`src/rtl/tx_os_scheduler_pkg.sv`:
```
// Shared symbol codes, sync header codes and FSM encoding for the TX ordered-set scheduler.
package tx_sched_pkg;

    localparam logic [7:0] SYM_COM     = 8'hBC;
    localparam logic [7:0] SYM_SKP     = 8'h1C;
    localparam logic [7:0] SYM_SKPGEN3 = 8'hAA;
    localparam logic [7:0] SYM_SKP_END = 8'hE1;
    localparam logic [7:0] SYM_IDL     = 8'h00;

    localparam logic [1:0] SH_NONE = 2'b00;
    localparam logic [1:0] SH_DATA = 2'b01;
    localparam logic [1:0] SH_OS   = 2'b10;

    typedef logic [1:0] state_t;
    localparam state_t S_DATA     = 2'd0;
    localparam state_t S_LTSSM_OS = 2'd1;
    localparam state_t S_SKP      = 2'd2;

    // {K, symbol} at position idx of a SKP ordered set
    function automatic logic [8:0] skp_symbol(input logic gen3, input logic [3:0] idx);
        if (!gen3)
            return (idx == 4'd0) ? {1'b1, SYM_COM} : {1'b1, SYM_SKP};
        if (idx < 4'd12)
            return {1'b0, SYM_SKPGEN3};
        if (idx == 4'd12)
            return {1'b0, SYM_SKP_END};
        return {1'b0, SYM_IDL};
    endfunction

endpackage

```
`src/rtl/tx_os_scheduler_skp_interval_counter.sv`:
```
// Saturating SKP interval counter; pending stays set until the SKP ordered set completes.
module skp_interval_counter #(
    parameter int unsigned CNT_W = 11
) (
    input  logic             clk,
    input  logic             reset_n,
    input  logic [CNT_W-1:0] incr,
    input  logic [CNT_W-1:0] threshold,
    input  logic             clear,
    output logic             pending
);

    logic [CNT_W-1:0] count;
    logic [CNT_W:0]   sum;
    logic             reached;

    always_comb begin
        sum     = {1'b0, count} + {1'b0, incr};
        reached = (sum >= {1'b0, threshold});
    end

    always_ff @(posedge clk or negedge reset_n) begin
        if (!reset_n) begin
            count   <= '0;
            pending <= 1'b0;
        end else if (clear) begin
            count   <= '0;
            pending <= 1'b0;
        end else begin
            count   <= reached ? threshold : sum[CNT_W-1:0];
            pending <= pending | reached;
        end
    end

endmodule

```
`src/rtl/tx_os_scheduler.sv`:
```
// Merges link data, LTSSM ordered sets and periodic SKP ordered sets into one
// continuous word stream for Gen1/2 (8b/10b) and Gen3+ (128b/130b) links.
module tx_os_scheduler
    import tx_sched_pkg::*;
#(
    parameter int unsigned SKP_INTERVAL      = 1180,
    parameter int unsigned SKP_INTERVAL_GEN3 = 370
) (
    input  logic        clk,
    input  logic        reset_n,
    input  logic [2:0]  GEN,
    input  logic [5:0]  PIPEWIDTH,
    input  logic [31:0] lnkData,
    input  logic [3:0]  lnkDataK,
    input  logic        lnkValid,
    output logic        lnkReady,
    input  logic        ltssmOsReq,
    input  logic [31:0] ltssmOsData,
    input  logic [3:0]  ltssmOsDataK,
    input  logic        ltssmOsLast,
    output logic        ltssmOsAck,
    output logic [31:0] masterData,
    output logic [3:0]  masterDataK,
    output logic [1:0]  syncHeader,
    output logic        masterValid,
    output logic        turnOff
);

    localparam int unsigned MAX_INTERVAL =
        (SKP_INTERVAL > SKP_INTERVAL_GEN3) ? SKP_INTERVAL : SKP_INTERVAL_GEN3;
    localparam int unsigned CNT_W = $clog2(MAX_INTERVAL + 33);

    state_t      state, cur;
    logic [3:0]  sidx, bpos, blk_last_pos, skp_last_idx, skp_base;
    logic [2:0]  gen_q;
    logic [5:0]  pw_q;
    logic        cfg_vld, cfg_chg, gen3, boundary, skp_last, pending;
    logic [1:0]  wsh;
    logic [3:0]  lmask, nk;
    logic [31:0] dmask, nd;
    logic [1:0]  nsh;
    logic [8:0]  sym;
    logic [CNT_W-1:0] incr, threshold;

    always_comb begin
        gen3 = (GEN >= 3'd3);
        unique case (PIPEWIDTH)
            6'd32:   wsh = 2'd2;
            6'd16:   wsh = 2'd1;
            default: wsh = 2'd0;
        endcase
        lmask        = (wsh == 2'd2) ? 4'b1111 : (wsh == 2'd1) ? 4'b0011 : 4'b0001;
        dmask        = {{8{lmask[3]}}, {8{lmask[2]}}, {8{lmask[1]}}, {8{lmask[0]}}};
        blk_last_pos = 4'd15 >> wsh;
        skp_last_idx = gen3 ? blk_last_pos : (4'd3 >> wsh);
        skp_base     = sidx << wsh;
        skp_last     = (sidx == skp_last_idx);
        boundary     = !gen3 || (bpos == '0);
        cfg_chg      = cfg_vld && ((GEN != gen_q) || (PIPEWIDTH != pw_q));
    end

    // cur is the state of the word being produced this cycle; decisions only at boundaries
    always_comb begin
        cur = state;
        if (cfg_chg)
            cur = S_DATA;
        else if (state == S_DATA && boundary) begin
            if (pending)
                cur = S_SKP;
            else if (ltssmOsReq)
                cur = S_LTSSM_OS;
        end
    end

    assign lnkReady   = reset_n && (cur == S_DATA);
    assign ltssmOsAck = reset_n && (cur == S_LTSSM_OS) && ltssmOsReq;

    always_comb begin
        nd  = '0;
        nk  = '0;
        nsh = SH_NONE;
        sym = '0;
        unique case (cur)
            S_LTSSM_OS: begin
                nd = ltssmOsData & dmask;
                nk = ltssmOsDataK & lmask;
                if (gen3 && bpos == '0)
                    nsh = SH_OS;
            end
            S_SKP: begin
                for (int unsigned i = 0; i < 4; i++) begin
                    sym = skp_symbol(gen3, skp_base + 4'(i));
                    if (lmask[i[1:0]]) begin
                        nd[8*i +: 8] = sym[7:0];
                        nk[i[1:0]]   = sym[8];
                    end
                end
                if (gen3 && bpos == '0)
                    nsh = SH_OS;
            end
            default: begin
                if (lnkValid) begin
                    nd = lnkData & dmask;
                    nk = lnkDataK & lmask;
                end
                if (gen3 && bpos == '0)
                    nsh = SH_DATA;
            end
        endcase
    end

    always_comb begin
        incr      = gen3 ? CNT_W'(bpos == '0) : (CNT_W'(1) << wsh);
        threshold = gen3 ? CNT_W'(SKP_INTERVAL_GEN3) : CNT_W'(SKP_INTERVAL);
    end

    skp_interval_counter #(
        .CNT_W(CNT_W)
    ) u_skp_cnt (
        .clk      (clk),
        .reset_n  (reset_n),
        .incr     (incr),
        .threshold(threshold),
        .clear    (cfg_chg || (cur == S_SKP && skp_last)),
        .pending  (pending)
    );

    always_ff @(posedge clk or negedge reset_n) begin
        if (!reset_n) begin
            state       <= S_DATA;
            sidx        <= '0;
            bpos        <= '0;
            masterData  <= '0;
            masterDataK <= '0;
            syncHeader  <= SH_NONE;
            masterValid <= 1'b0;
            turnOff     <= 1'b0;
            cfg_vld     <= 1'b0;
            gen_q       <= '0;
            pw_q        <= '0;
        end else begin
            masterData  <= nd;
            masterDataK <= nk;
            syncHeader  <= nsh;
            masterValid <= 1'b1;
            turnOff     <= (cur == S_LTSSM_OS);
            cfg_vld     <= 1'b1;
            gen_q       <= GEN;
            pw_q        <= PIPEWIDTH;
            if (cfg_chg) begin
                state <= S_DATA;
                sidx  <= '0;
                bpos  <= '0;
            end else begin
                bpos <= (!gen3 || bpos == blk_last_pos) ? '0 : bpos + 4'd1;
                unique case (cur)
                    S_SKP: begin
                        state <= skp_last ? S_DATA : S_SKP;
                        sidx  <= skp_last ? '0 : sidx + 4'd1;
                    end
                    S_LTSSM_OS: begin
                        state <= (ltssmOsReq && ltssmOsLast) ? S_DATA : S_LTSSM_OS;
                        sidx  <= '0;
                    end
                    default: begin
                        state <= S_DATA;
                        sidx  <= '0;
                    end
                endcase
            end
        end
    end

endmodule
```
`config.mk`:
```
export PLATFORM = sky130hd
export DESIGN_NAME = tx_os_scheduler
export DESIGN_NICKNAME = d
export VERILOG_FILES = /design/src/rtl/tx_os_scheduler_pkg.sv /design/src/rtl/tx_os_scheduler_skp_interval_counter.sv /design/src/rtl/tx_os_scheduler.sv
export SDC_FILE = /design/constraint.sdc
export NUM_CORES = 1
export LEC_CHECK = 0
export ABC_AREA = 1
export BUFFER_PORTS_ARGS = -buffer_cell sky130_fd_sc_hd__buf_2
export CAP_MARGIN = 5
export CELL_PAD_IN_SITES_DETAIL_PLACEMENT = 0
export CELL_PAD_IN_SITES_GLOBAL_PLACEMENT = 2
export CORE_ASPECT_RATIO = 2
export CORE_UTILIZATION = 29
export CTS_CLUSTER_DIAMETER = 60
export CTS_CLUSTER_SIZE = 16
export DETAILED_ROUTE_END_ITERATION = 12
export GPL_TIMING_DRIVEN = 0
export HOLD_SLACK_MARGIN = 0.08
export PLACE_DENSITY_LB_ADDON = 0.1
export SLEW_MARGIN = 10
export SYNTH_ARGS = -nofsm -noshare
export SYNTH_HDL_FRONTEND = slang
export SYNTH_SLANG_ARGS = --single-unit
```
`constraint.sdc`:
```
create_clock -name clk -period 4 [get_ports clk]
set_input_delay 0.4 -clock clk [delete_from_list [all_inputs] [get_ports clk]]
set_output_delay 0.4 -clock clk [all_outputs]
set_load 0.01 [all_outputs]
```
Yosys cells after proc, flatten, opt, wreduce, memory -nomap -nowiden
Index checks and enable logic that the tools add are counted.

Equal/unequal tests: 14. Shift operators: 4. $lt $le $gt $ge: 6. Add/subtract/negate cells: 6. Bitwise gates (word level): 5. Muxes and demuxes: 95. Reductions and logical operators: 21.

Operators by type and width (count): 9-bit 2-to-1 mux (24); 32-bit AND (2); 8-bit 2-to-1 mux (8); 32-bit one-hot mux with 2 select lines (1); 11-bit 2-to-1 mux (4); 1-bit 2-to-1 mux (37); 32-bit 2-to-1 mux (1); 4-bit 2-to-1 mux (8); 4-bit zero test (5); 2-bit 2-to-1 mux (9); 4-bit == test (second input constant) (4); 4-bit < comparator (second input constant) (4); 11-bit by 11-bit adder with 12-bit output (1); 4-bit by 1-bit adder with 4-bit output (second input constant) (3); 12-bit by 11-bit >= comparator with 1-bit output (1); 1-bit by 2-bit left shift with 11-bit output (first input constant) (1); 4-bit by 2-bit adder with 4-bit output (second input constant) (2); 4-bit AND (2); 4-bit == test (2); 1-bit logical AND (8); 2-bit one-hot mux with 2 select lines (2); 4-bit one-hot mux with 2 select lines (1); 6-bit by 5-bit == test with 1-bit output (second input constant) (1); 6-bit == test (second input constant) (1); 13 further kinds (19).

Logic and storage cells: 163. Bits of input ports: 86. Flip-flop bits (word level): 71. Output and inout bits: 42.

Depth between registers and ports, before layout
Gate-level depths: netlist of run 1.

Depth after elaboration: 18. Gate-level depth with buffers: 30. Depth with buffers taken out: 30.

Cells and area by module
A second synthesis of run 1 with hierarchy kept.

Cell total of the unflattened synthesis: 618. Area, all modules: 4658.2 um^2.

By module, submodules not included: tx_os_scheduler (cells an instance 426, instances 1, area each 3358.2 um^2); skp_interval_counter (cells an instance 192, instances 1, area each 1300.0 um^2).

Worst setup path after synthesis of run 1
OpenSTA, ideal clock, no wires.

Kind: input port to flip-flop. From: in PIPEWIDTH[2]. To: reg u_skp_cnt.count[10]. Path slack: 0.359 ns. Stages on the path: 29. Library setup time: 0.127 ns. Arrival: 3.513 ns. Path through: nor2_4 nand2_2 nor2_4 inv_1 ha_1 or2_2 nand2_1 inv_1 ha_1 inv_1 fa_1 inv_1 nand4_1 nand2_1 nand2_1 nor2_1 xnor2_1 inv_1 ha_1 a21o_1 a21oi_1 nand2_1 nand2_1 nand2_1 nand2_1 buf_2 nand3_1 nand2_1 nor2_1.

Cells in the longest elaborated chain, start to end: 8. Elaborated cells on any way between the ends: 20. Those cells by class: 1 x add/sub; 1 x order compare; 5 x eq/ne; 3 x shift; 6 x mux; 4 x reduce/logical.

Ends and longest elaborated chain: start: declaration (RTL line tx_os_scheduler.sv:12) `input logic [5:0] PIPEWIDTH,`; 6-bit by 5-bit == test with 1-bit output, or another cell as far along (RTL line tx_os_scheduler.sv:47) `unique case (PIPEWIDTH)`; 2-bit one-hot mux with 2 select lines / 1-bit logical OR (equally long branches) (RTL line tx_os_scheduler.sv:47, tx_os_scheduler.sv:59); 1-bit by 2-bit left shift with 11-bit output, or another cell as far along (RTL line tx_os_scheduler.sv:113) `incr = gen3 ? CNT_W'(bpos == '0) : (CNT_W'(1) << wsh);`; 11-bit 2-to-1 mux, or another cell as far along (RTL line tx_os_scheduler.sv:113); 11-bit by 11-bit adder with 12-bit output, or another cell as far along (RTL line tx_os_scheduler_skp_interval_counter.sv:18) `sum = {1'b0, count} + {1'b0, incr};`; 12-bit by 11-bit >= comparator with 1-bit output / 1-bit logical AND (equally long branches) (RTL line tx_os_scheduler_skp_interval_counter.sv:19, tx_os_scheduler.sv:124); 11-bit 2-to-1 mux / 1-bit logical OR (equally long branches) (RTL line tx_os_scheduler_skp_interval_counter.sv:30, tx_os_scheduler.sv:124); 11-bit 2-to-1 mux (*) (RTL line tx_os_scheduler_skp_interval_counter.sv:26) `end else if (clear) begin`; end signal: assignment (RTL line tx_os_scheduler_skp_interval_counter.sv:30) `count <= reached ? threshold : sum[CNT_W-1:0];`; end: declaration (RTL line tx_os_scheduler_skp_interval_counter.sv:13) `logic [CNT_W-1:0] count;`.

Every way passes the cells marked *; elsewhere a longest branch is shown, timed or not.

Final worst setup path of run 1
From: in PIPEWIDTH[3]. To: reg u_skp_cnt.pending.

Cells in the longest elaborated chain, start to end: 8. Elaborated cells on any way between the ends: 20. Those cells by class: 1 x add/sub; 1 x order compare; 5 x eq/ne; 3 x shift; 5 x mux; 1 x bitwise; 4 x reduce/logical.

Ends and longest elaborated chain: 6-bit by 5-bit == test with 1-bit output, or another cell as far along (RTL line tx_os_scheduler.sv:47); 2-bit one-hot mux with 2 select lines / 1-bit logical OR (equally long branches) (RTL line tx_os_scheduler.sv:47, tx_os_scheduler.sv:59); 1-bit by 2-bit left shift with 11-bit output, or another cell as far along (RTL line tx_os_scheduler.sv:113); 11-bit 2-to-1 mux, or another cell as far along (RTL line tx_os_scheduler.sv:113); 11-bit by 11-bit adder with 12-bit output, or another cell as far along (RTL line tx_os_scheduler_skp_interval_counter.sv:18); 12-bit by 11-bit >= comparator with 1-bit output / 1-bit logical AND (equally long branches) (RTL line tx_os_scheduler_skp_interval_counter.sv:19, tx_os_scheduler.sv:124); 1-bit OR / 1-bit logical OR (equally long branches) (RTL line tx_os_scheduler_skp_interval_counter.sv:31, tx_os_scheduler.sv:124); 1-bit 2-to-1 mux (*) (RTL line tx_os_scheduler_skp_interval_counter.sv:26); end signal: assignment (RTL line tx_os_scheduler_skp_interval_counter.sv:31) `pending <= pending | reached;`; end: declaration (RTL line tx_os_scheduler_skp_interval_counter.sv:10) `output logic pending`.

Marked as above.

==> run summary, run 1 <==
The run finished with clean final reports. For this run, the detailed router's first-pass iteration total came to 4. The estimated wirelength of the detail-placed design is ~11,000 µm. Final hold analysis gives a worst-case slack of approximately 210 ps.

The non-filler instance count after layout is between 900 and 1,000. The number of nets in the synthesized netlist came out at between 600 and 700. The number of remaining DRC errors is 0. The placer congestion estimate came out at about 0.81. Entering global routing, the biggest net connects 39 pins. In this run the power density over the cells is 392 nW/µm².

The total clock buffers created by CTS came out at 9. The most frequent cell after synthesis is sky130_fd_sc_hd__nand2_1. The area share of the largest cell type after synthesis came out at 0.401. The area growth from synthesis to layout is 30.5%. The floorplan step set the die width to approximately 89 µm.

The kind of path behind the tightest hold check is in2reg. At the pin with the least slew margin, the transition time is ~700 ps. Of the available clock period, the critical path in the final layout requires 0.939. The deepest level of the CTS H-tree is 3. The setup path with the least slack is of type in2reg. The maximum vdd ir drop is between 0.2 and 0.25 mV.

The register area share after synthesis came out at 0.401. The count of pins on the block boundary came out at approximately 130. The number of synthesized flops with an enable pin came out at 0.

The via count of the first global-routing pass is approximately 4,200. The final critical-path required period came out at about 3800 ps. Of the total power, the clock network draws 0.351.

In this run the tightest slew margin relative to its limit is 0.532. The switching part of the total power came out at 0.325. Clock-pin slew was measured on the worst setup and hold paths at 60 ps.

The stage delay of the slowest cell on the critical path came out at roughly 300 ps. Data on the critical path arrives at its endpoint at roughly 4000 ps. The final number of hold-violating endpoints is 0. The worst clock skew is 5.53 ps. The total of warnings raised by yosys is 0.

The initial core utilization came out at 0.297. The worst path required time came out at roughly 4200 ps. The global-route usage over all layers came out at 0.184.

The source of the worst register-to-register timing path is bpos[0]$_DFF_PN0_. The first global-routing pass estimated 21,300 µm of wire. The most critical setup path has its startpoint at PIPEWIDTH[3].

The number of vias per cell is around 4.5. The reported net switching power came out at about 0.00074 W. The family with the most delay on the worst path is simple AND/OR/NAND/NOR gates. In the synthesized netlist the dominant register cell turns out to be sky130_fd_sc_hd__dfrtp_1. After the last flow step, the layout net total stands at 840. The internal power consumption is 0.00153 W. The number of antenna violations at the first check in global routing came out at 0. The total power of the final layout came out at 0.00227 W. The largest fanout on the critical path is 4. The clock passes through at most 2 buffers.

In this run the mean area of a mapped cell was between 7 and 8 µm². The die covers about 16,000 µm². The TritonCTS clock tree is yes. After synthesis, the share of flip-flops with an asynchronous set or reset is 1.00. The max-slew violation count came out at 0. The share of final-layout standard cells stronger than drive strength 1 came out at 0.289.

The critical path contains buffers and inverters numbering 8 combined. The type of element capturing the critical path is a flop. The floorplan core area is 14,900 µm². The standard-cell row count is 63.

The post-detailed-route count of antenna-violating nets is 0. The count of antenna diodes in the layout came out at 0. The post-synthesis cell count came out at between 500 and 600. Summing every instance area after synthesis gives roughly 4400 µm².

In the synthesized netlist, the cells that appear most often are sky130_fd_sc_hd__nand2_1, sky130_fd_sc_hd__dfrtp_1, sky130_fd_sc_hd__inv_1, sky130_fd_sc_hd__nor2_1, sky130_fd_sc_hd__nand3_1. By area the synthesized netlist is led by sky130_fd_sc_hd__dfrtp_1, sky130_fd_sc_hd__nand2_1, sky130_fd_sc_hd__ha_1. Across the run, the number of max-cap violations was 0.

Summed over all cells, the static leakage comes to between 3 and 4 nW. Summing over every cut layer, the via total after detailed routing is 4,174. The cell sitting at the root of the clock tree is a sky130_fd_sc_hd__clkbuf_16. The y dimension of the die came out at 177 µm.

The largest total area in the synthesized netlist belongs to sky130_fd_sc_hd__dfrtp_1. The tree built by TritonCTS fans out to just over 70 sinks. The worst setup path is launched from an input port. By instance count, the cell type seen most on the critical path is sky130_fd_sc_hd__nand2_1. The startpoint identified for the worst hold timing path is GEN[2]. The minimum setup slack in the final design is about 240 ps. For this block, the initial DRC count from the detailed router was 98. The routed wire length per instance came out at around 15 µm.

The count of port buffers added during placement came out at ~130. Among all stages on the critical path, the largest delay is contributed by sky130_fd_sc_hd__or2_2. The synthesis-stage register bit count came out at 71. Yosys mapped the design onto 43 distinct sky130hd cell types. The clock insertion delay at the later pin of the skew report came out at 330 ps.

The share of total power dissipated in sequential elements is 0.367. Setup violations remaining at the end of the flow were counted as 0. The highest attainable clock frequency is roughly 270 MHz. The total congestion overflow after global routing came out at 0. The combinational share of power came out at 0.281. The cell total after placement came out at ~900. Timing analysis after detailed placement gives a worst setup slack of -449 ps. The detailed-route wire length is approximately 14,000 µm.
[layout by cell type, fill, tap and decap left out, types with 3 or more instances in the layout]
master,instances
sky130_fd_sc_hd__o211ai_1,3
sky130_fd_sc_hd__o21ai_2,3
sky130_fd_sc_hd__clkinv_1,4
sky130_fd_sc_hd__clkbuf_16,9
sky130_fd_sc_hd__a22oi_1,8
sky130_fd_sc_hd__nand3_1,31
sky130_fd_sc_hd__nand4_2,3
sky130_fd_sc_hd__inv_1,58
sky130_fd_sc_hd__nor3_1,4
sky130_fd_sc_hd__buf_2,129
sky130_fd_sc_hd__xor2_1,16
sky130_fd_sc_hd__o21ai_1,3
sky130_fd_sc_hd__nor2_1,45
sky130_fd_sc_hd__clkbuf_1,3
sky130_fd_sc_hd__inv_2,6
sky130_fd_sc_hd__nand2_4,6
sky130_fd_sc_hd__buf_4,13
sky130_fd_sc_hd__a21oi_1,17
sky130_fd_sc_hd__nand2_1,196
sky130_fd_sc_hd__nand4_1,8
sky130_fd_sc_hd__xnor2_1,4
sky130_fd_sc_hd__ha_1,24
sky130_fd_sc_hd__o21ai_0,14
sky130_fd_sc_hd__dfrtp_1,71
sky130_fd_sc_hd__nand2_2,11
sky130_fd_sc_hd__nor2_4,5
sky130_fd_sc_hd__nor2_2,3
[worst paths after layout]
check,slack [ps],end,depth (start not counted)
max,240,u_skp_cnt.pending$_DFF_PN0_,30
min,210,gen_q[2]$_DFF_PN0_,1
max reg2reg,280,u_skp_cnt.pending$_DFF_PN0_,27
min reg2reg,520,u_skp_cnt.pending$_DFF_PN0_,2
max in group asynchronous,2830,masterData[11]$_DFF_PN0_,3
min in group asynchronous,570,pw_q[2]$_DFF_PN0_,2
[flip-flops by register name, indices dropped and copies added, names as in the netlist]
name	cells
syncHeader	2
pw_q	6
u_skp_cnt.pending	1
turnOff	1
cfg_vld	1
bpos	4
masterDataK	4
state	2
u_skp_cnt.count	11
sidx	4
gen_q	3
masterData	32
[stage by stage]
step,setup TNS (ps),instance area [µm²],utilization
global route,-30.8,5780,0.388
CTS,0,5640,0.379
global placement,-4370,5310,0.356
finish,0,5780,0.388
detailed placement,-4420,5330,0.358
floorplan,0,4430,-
[cell families (layout without fill, tap and decap cells)]
logic type / Yosys count / after routing / synth area share
AOI/OAI and AO/OA: 55 / 55 / 0.0791
xor gates and xnor gates: 21 / 21 / 0.0432
adders and majority gates: 27 / 27 / 0.0779
buffers and inverters: 81 / 235 / 0.0737
DFF: 71 / 71 / 0.401
other: 1 / 1 / 0.000846
and+or+nand+nor: 320 / 320 / 0.324
[routing by layer]
metal | global-route usage | vias to the layer above | wire length [µm]
met5 | 0 | - | 0
met3 | 0.0257 | 18 | 341
li1 | - | 2115 | -
met2 | 0.372 | 80 | 8440
met4 | 0.0767 | 0 | 393
met1 | 0.173 | 1961 | 4680
[final cells by class]
class,count,area [µm²]
fill,1610,9120
multi-input combinational,424,2380
sequential,71,1780
timing repair buffer,140,751
inverter,72,287
tap,195,244
clock buffer,10,239
buffer,9,52.6
clock inverter,4,47.5
[repair_timing]
item | in CTS | in global routing
buffers inserted | 0 | 10
hold endpoints to repair | 35 | 0
cloned | 0 | 1
pin swaps | 0 | 7
resized for setup | 5 | 16
hold buffers | 1 | 0
endpoints found under the setup margin | 8 | 12
[power by group through the flow]
stage	logic, W	registers (W)	clock network (W)
final	0.000637	0.000832	0.000796
after global routing	0.000725	0.000841	0.000847
after CTS	0.000607	0.000831	0.000825
after detailed placement	0.000597	0.000843	0
after global placement	0.000586	0.000841	0
after floorplan	0.000371	0.000848	0
[worst reg2reg max path, stage by stage (launching register included)]
cell,delay [ps]
sky130_fd_sc_hd__dfrtp_1,400
sky130_fd_sc_hd__inv_1,90
sky130_fd_sc_hd__ha_1,160
sky130_fd_sc_hd__nand3_1,120
sky130_fd_sc_hd__nand2_2,100
sky130_fd_sc_hd__nand2_1,60
sky130_fd_sc_hd__inv_2,70
sky130_fd_sc_hd__ha_4,150
sky130_fd_sc_hd__inv_1,50
sky130_fd_sc_hd__fa_1,370
sky130_fd_sc_hd__inv_2,70
sky130_fd_sc_hd__nand4_1,120
sky130_fd_sc_hd__nand2_1,110
sky130_fd_sc_hd__nand2_2,90
sky130_fd_sc_hd__nor2_2,110
sky130_fd_sc_hd__xnor2_1,150
sky130_fd_sc_hd__inv_1,80
sky130_fd_sc_hd__ha_1,290
sky130_fd_sc_hd__a21o_1,180
sky130_fd_sc_hd__a21oi_1,110
sky130_fd_sc_hd__nand2_1,60
sky130_fd_sc_hd__nand2_1,50
sky130_fd_sc_hd__nand2_1,80
sky130_fd_sc_hd__nand2_2,140
sky130_fd_sc_hd__nand2_4,100
sky130_fd_sc_hd__buf_4,160
sky130_fd_sc_hd__o21ai_2,110
sky130_fd_sc_hd__inv_2,30
No activity file was read; power rests on OpenSTA's default activity.
==> run 2: changes to the inputs <==
--- a/config.mk
+++ b/config.mk
@@ -23,2 +23,3 @@
 export SYNTH_HDL_FRONTEND = slang
+export SYNTH_HIERARCHICAL = 1
 export SYNTH_SLANG_ARGS = --single-unit
==> constraint.sdc (replaced) <==
create_clock -name clk -period 4 [get_ports clk]
set_input_delay 0.8 -clock clk [delete_from_list [all_inputs] [get_ports clk]]
set_output_delay 0.8 -clock clk [all_outputs]
set_load 0.01 [all_outputs]
==> run summary, run 2 <==
The number of vias per cell came out at 4.59 (+1.6%). The global-route usage over all layers is 0.194 (+0.0102). The minimum setup slack in the final design is 184 ps (-59.6 ps).

The biggest area contributor in the post-synthesis netlist is sky130_fd_sc_hd__dfrtp_1. The prevailing post-synth register cell is sky130_fd_sc_hd__dfrtp_1. The slowest stage cell on the critical path is sky130_fd_sc_hd__clkbuf_1. The clock sink count came to 71 (unchanged). The growth of design area from synthesis to finish is 32.1%. The synthesis-stage register bit count is 71 (unchanged).

The clock insertion delay at the later pin of the skew report is 350 ps (+20 ps). The initial core utilization is 0.295 (-0.00215). The maximum vdd ir drop came out at 0.218 mV (-11%). The y dimension of the die is 181 µm (+2.5%). By area the synthesized netlist is led by sky130_fd_sc_hd__dfrtp_1, sky130_fd_sc_hd__nand2_1, sky130_fd_sc_hd__ha_1. The ratio of total power to cell area is 485 nW/µm² (+24%). The wire length of the first global-routing pass came out at 24,200 µm (+14%). The distinct cell type count of the synthesized netlist was 41 (-4.7%).

The maximum buffer depth of the clock tree came out at 2 (unchanged). The via count of the first global-routing pass came out at 4,778 (+12%). The worst clock skew is 10.3 ps (+4.76 ps). The stage delay of the slowest cell on the critical path was 400 ps (+100 ps). The area of the mapped netlist came to 4660 µm² (+5.1%).

The deepest level of the CTS H-tree is 3 (unchanged). The post-CTS clock slew at the launch and capture registers of the worst setup and hold paths is 60 ps (about the same). The register area share after synthesis came out at 0.381 (-0.0196).

In this run the worst hold path is classified as in2async. The proportion of register bits with asynchronous set or reset after synthesis was 1.00 (unchanged). The final number of hold-violating endpoints came to 0 (unchanged). The total of warnings raised by yosys is 6 (+6). After synthesis, the most frequently instantiated cells are sky130_fd_sc_hd__nand2_1, sky130_fd_sc_hd__dfrtp_1, sky130_fd_sc_hd__nor2_1, sky130_fd_sc_hd__inv_1, sky130_fd_sc_hd__nand3_1. The largest fanout on the critical path is 10 (+6).

The number of flip-flops in the largest register came out at 32 (unchanged). The total clock buffers created by CTS came out at 9 (unchanged). The kind of launch point of the worst setup path is an input port. The post-synthesis cell count came out at 618 (+7.3%). The actual slew at the worst max-slew pin came to 775 ps (+75.2 ps). The highest attainable clock frequency is 262 MHz (-1.6%). The signal on the critical path passes through buf_2, xor2_1, nor3b_1, nand4_1, nand2_1, inv_1, a21oi_1, ha_1, clkbuf_1, inv_1, nor2_1, buf_2. The area of the die was 16,600 µm² (+5.1%).

The total number of nets in the final design came out at 897 (+6.8%). The worst max-slew margin expressed relative to the limit is 0.483 (-0.0484). The number of hold-repair buffers added at the cts stage was 0 (-1). The number of remaining DRC errors came out at 0 (unchanged). The portion of the clock cycle consumed by the worst path in the final layout is 0.954 (+0.0149). The standard-cell row count came to 65 (+3.2%). The library cell used most frequently in the layout, excluding fill and tap cells, is sky130_fd_sc_hd__nand2_1. The TritonCTS clock tree is yes. The root buffer cell chosen for the clock tree is sky130_fd_sc_hd__clkbuf_16. The die span in x was 91.6 µm (+2.5%).

The max-slew violation count is 0 (unchanged). The total congestion overflow after global routing came to 0 (unchanged). The number of synthesized flops with an enable pin came out at 0 (unchanged). The source of the worst register-to-register timing path is pw_q[2]$_DFF_PN0_. The first-pass iteration count of the detailed router is 5 (+1).

The largest registers in the layout are masterData x32, u_skp_cnt/count x11, pw_q x6. The routed wire length per instance is 15.7 µm (+5.0%). Leaving out fill and tap cells, the most frequent cells in the layout are sky130_fd_sc_hd__nand2_1, sky130_fd_sc_hd__buf_2, sky130_fd_sc_hd__dfrtp_1, sky130_fd_sc_hd__nor2_1, sky130_fd_sc_hd__inv_1. The floorplan core area is 15,800 µm² (+5.9%). The number of antenna violations at the first check in global routing is 0 (unchanged).

The count of pins on the block boundary is 128 (unchanged). The max-capacitance violation count is 0 (unchanged). The post-detailed-route count of antenna-violating nets was 0 (unchanged). The final critical-path required period came out at 3820 ps (+59.6 ps). The leakage power summed over all cells came out at 3.40 nW (+3.0%). The flow ran to the end, and the final reports show no timing, DRC or antenna violations.

The data arrival time at the worst-slack endpoint is 3020 ps (-970 ps). The count of port buffers added during placement came out at 127 (unchanged). The mean instance size in the synthesized netlist is 7.54 µm² (-2.0%). The estimated wirelength of the detail-placed design is 12,300 µm (+11%).

The pin count of the biggest net entering global routing is 52 (+33%). The share of final-layout standard cells stronger than drive strength 1 came to 0.286 (-0.00314). The overall via count from detail_route is 4,499 (+7.8%). The count of antenna diodes in the layout was 0 (unchanged).

In this run the worst setup path begins at PIPEWIDTH[2]. The worst path required time came out at 3200 ps (-1030 ps). The worst hold margin is 345 ps (+134 ps). The type of element capturing the critical path is an output port.

The detailed-route wire length is 15,400 µm (+11%). The placer congestion estimate came out at 0.834 (+3.5%). The aggregate negative setup slack is 0 ps (unchanged). The post-placement worst setup slack is -693 ps (-245 ps). The worst setup path is of the in2out kind. Among all cell types in the netlist, the one instantiated most often is sky130_fd_sc_hd__nand2_1. The final core utilization was 0.390 (+0.00184).

The count of routing violations after the opening detailed-route iteration is 84 (-14%). The total power of the final layout came out at 0.00298 W (+32%). The area share of the largest cell type after synthesis is 0.381 (-0.0196). More flip-flops sit in one register than any other, and that register is masterData. The number of setup violations in the final report came out at 0 (unchanged).
-- run 2: critical path: cells and delay by family --
family | cells | cell delay [ps]
buffers and inverters | 5 | 950
AND/OR/NAND/NOR | 4 | 690
adder cells (fa/ha/maj) | 1 | 240
AO/OA/AOI/OAI | 1 | 180
XOR/XNOR | 1 | 160
-- run 2: metal layers --
layer  share of wire  up-vias  GRT usage  wire length [µm]
li1                -     2258          -                 -
met4           0.031        0     0.0756               477
met1            0.33     2119      0.171              5100
met2            0.61       97      0.408              9360
met3           0.031       25     0.0370               483
met5               0        -          0                 0
-- run 2: cells by family (layout without fill, tap and decap cells) --
group | count (synthesis) | count (layout) | synth area share
compound gates | 72 | 72 | 0.0908
xor+xnor | 24 | 24 | 0.0451
fa+ha+maj | 36 | 36 | 0.0983
buf+inv | 83 | 235 | 0.0715
flops | 71 | 71 | 0.381
other cells | 2 | 12 | 0.00161
simple gates | 330 | 330 | 0.311
-- run 2: repair_timing --
action / 4_1_cts / 5_1_grt
buffers inserted: 0 / 7
setup endpoints to repair: 13 / 13
gates cloned: 0 / 1
pin swaps: 1 / 18
gates resized for setup: 8 / 37
-- run 2: report_power, final --
part | internal, W | switching, W
Sequential | 0.000807 | 0.0000383
Combinational | 0.000577 | 0.000817
Clock | 0.000416 | 0.000326
-- run 2: worst paths after layout --
| kind | slack (ps) | depth (start not counted) | end |
|---|---|---|---|
| min in group clk | 490 | 1 | bpos[0]$_DFF_PN0_ |
| max in group asynchronous | 3060 | 2 | masterData[23]$_DFF_PN0_ |
| worst max-delay path | 180 | 12 | ltssmOsAck |
| worst max register to register | 710 | 14 | masterDataK[3]$_DFF_PN0_ |
| worst min register to register | 490 | 1 | bpos[0]$_DFF_PN0_ |
| worst min-delay path | 350 | 1 | pw_q[3]$_DFF_PN0_ |
-- run 2: area by class of cell --
cell class / instances / area, µm²
clock inverter: 6 / 37.5
inverter: 71 / 267
tap: 201 / 251
fill: 1737 / 9630
clock buffer: 10 / 229
multi-input combinational: 474 / 2770
timing repair buffer: 136 / 743
sequential: 71 / 1780
buffer: 12 / 80.1
-- run 2: stage by stage --
step	cell area, µm²	cells
3_5_place_dp	5610	957
6_report	6150	981
2_1_floorplan	4700	628
4_1_cts	5900	973
5_1_grt	6150	981
3_3_place_gp	5580	956
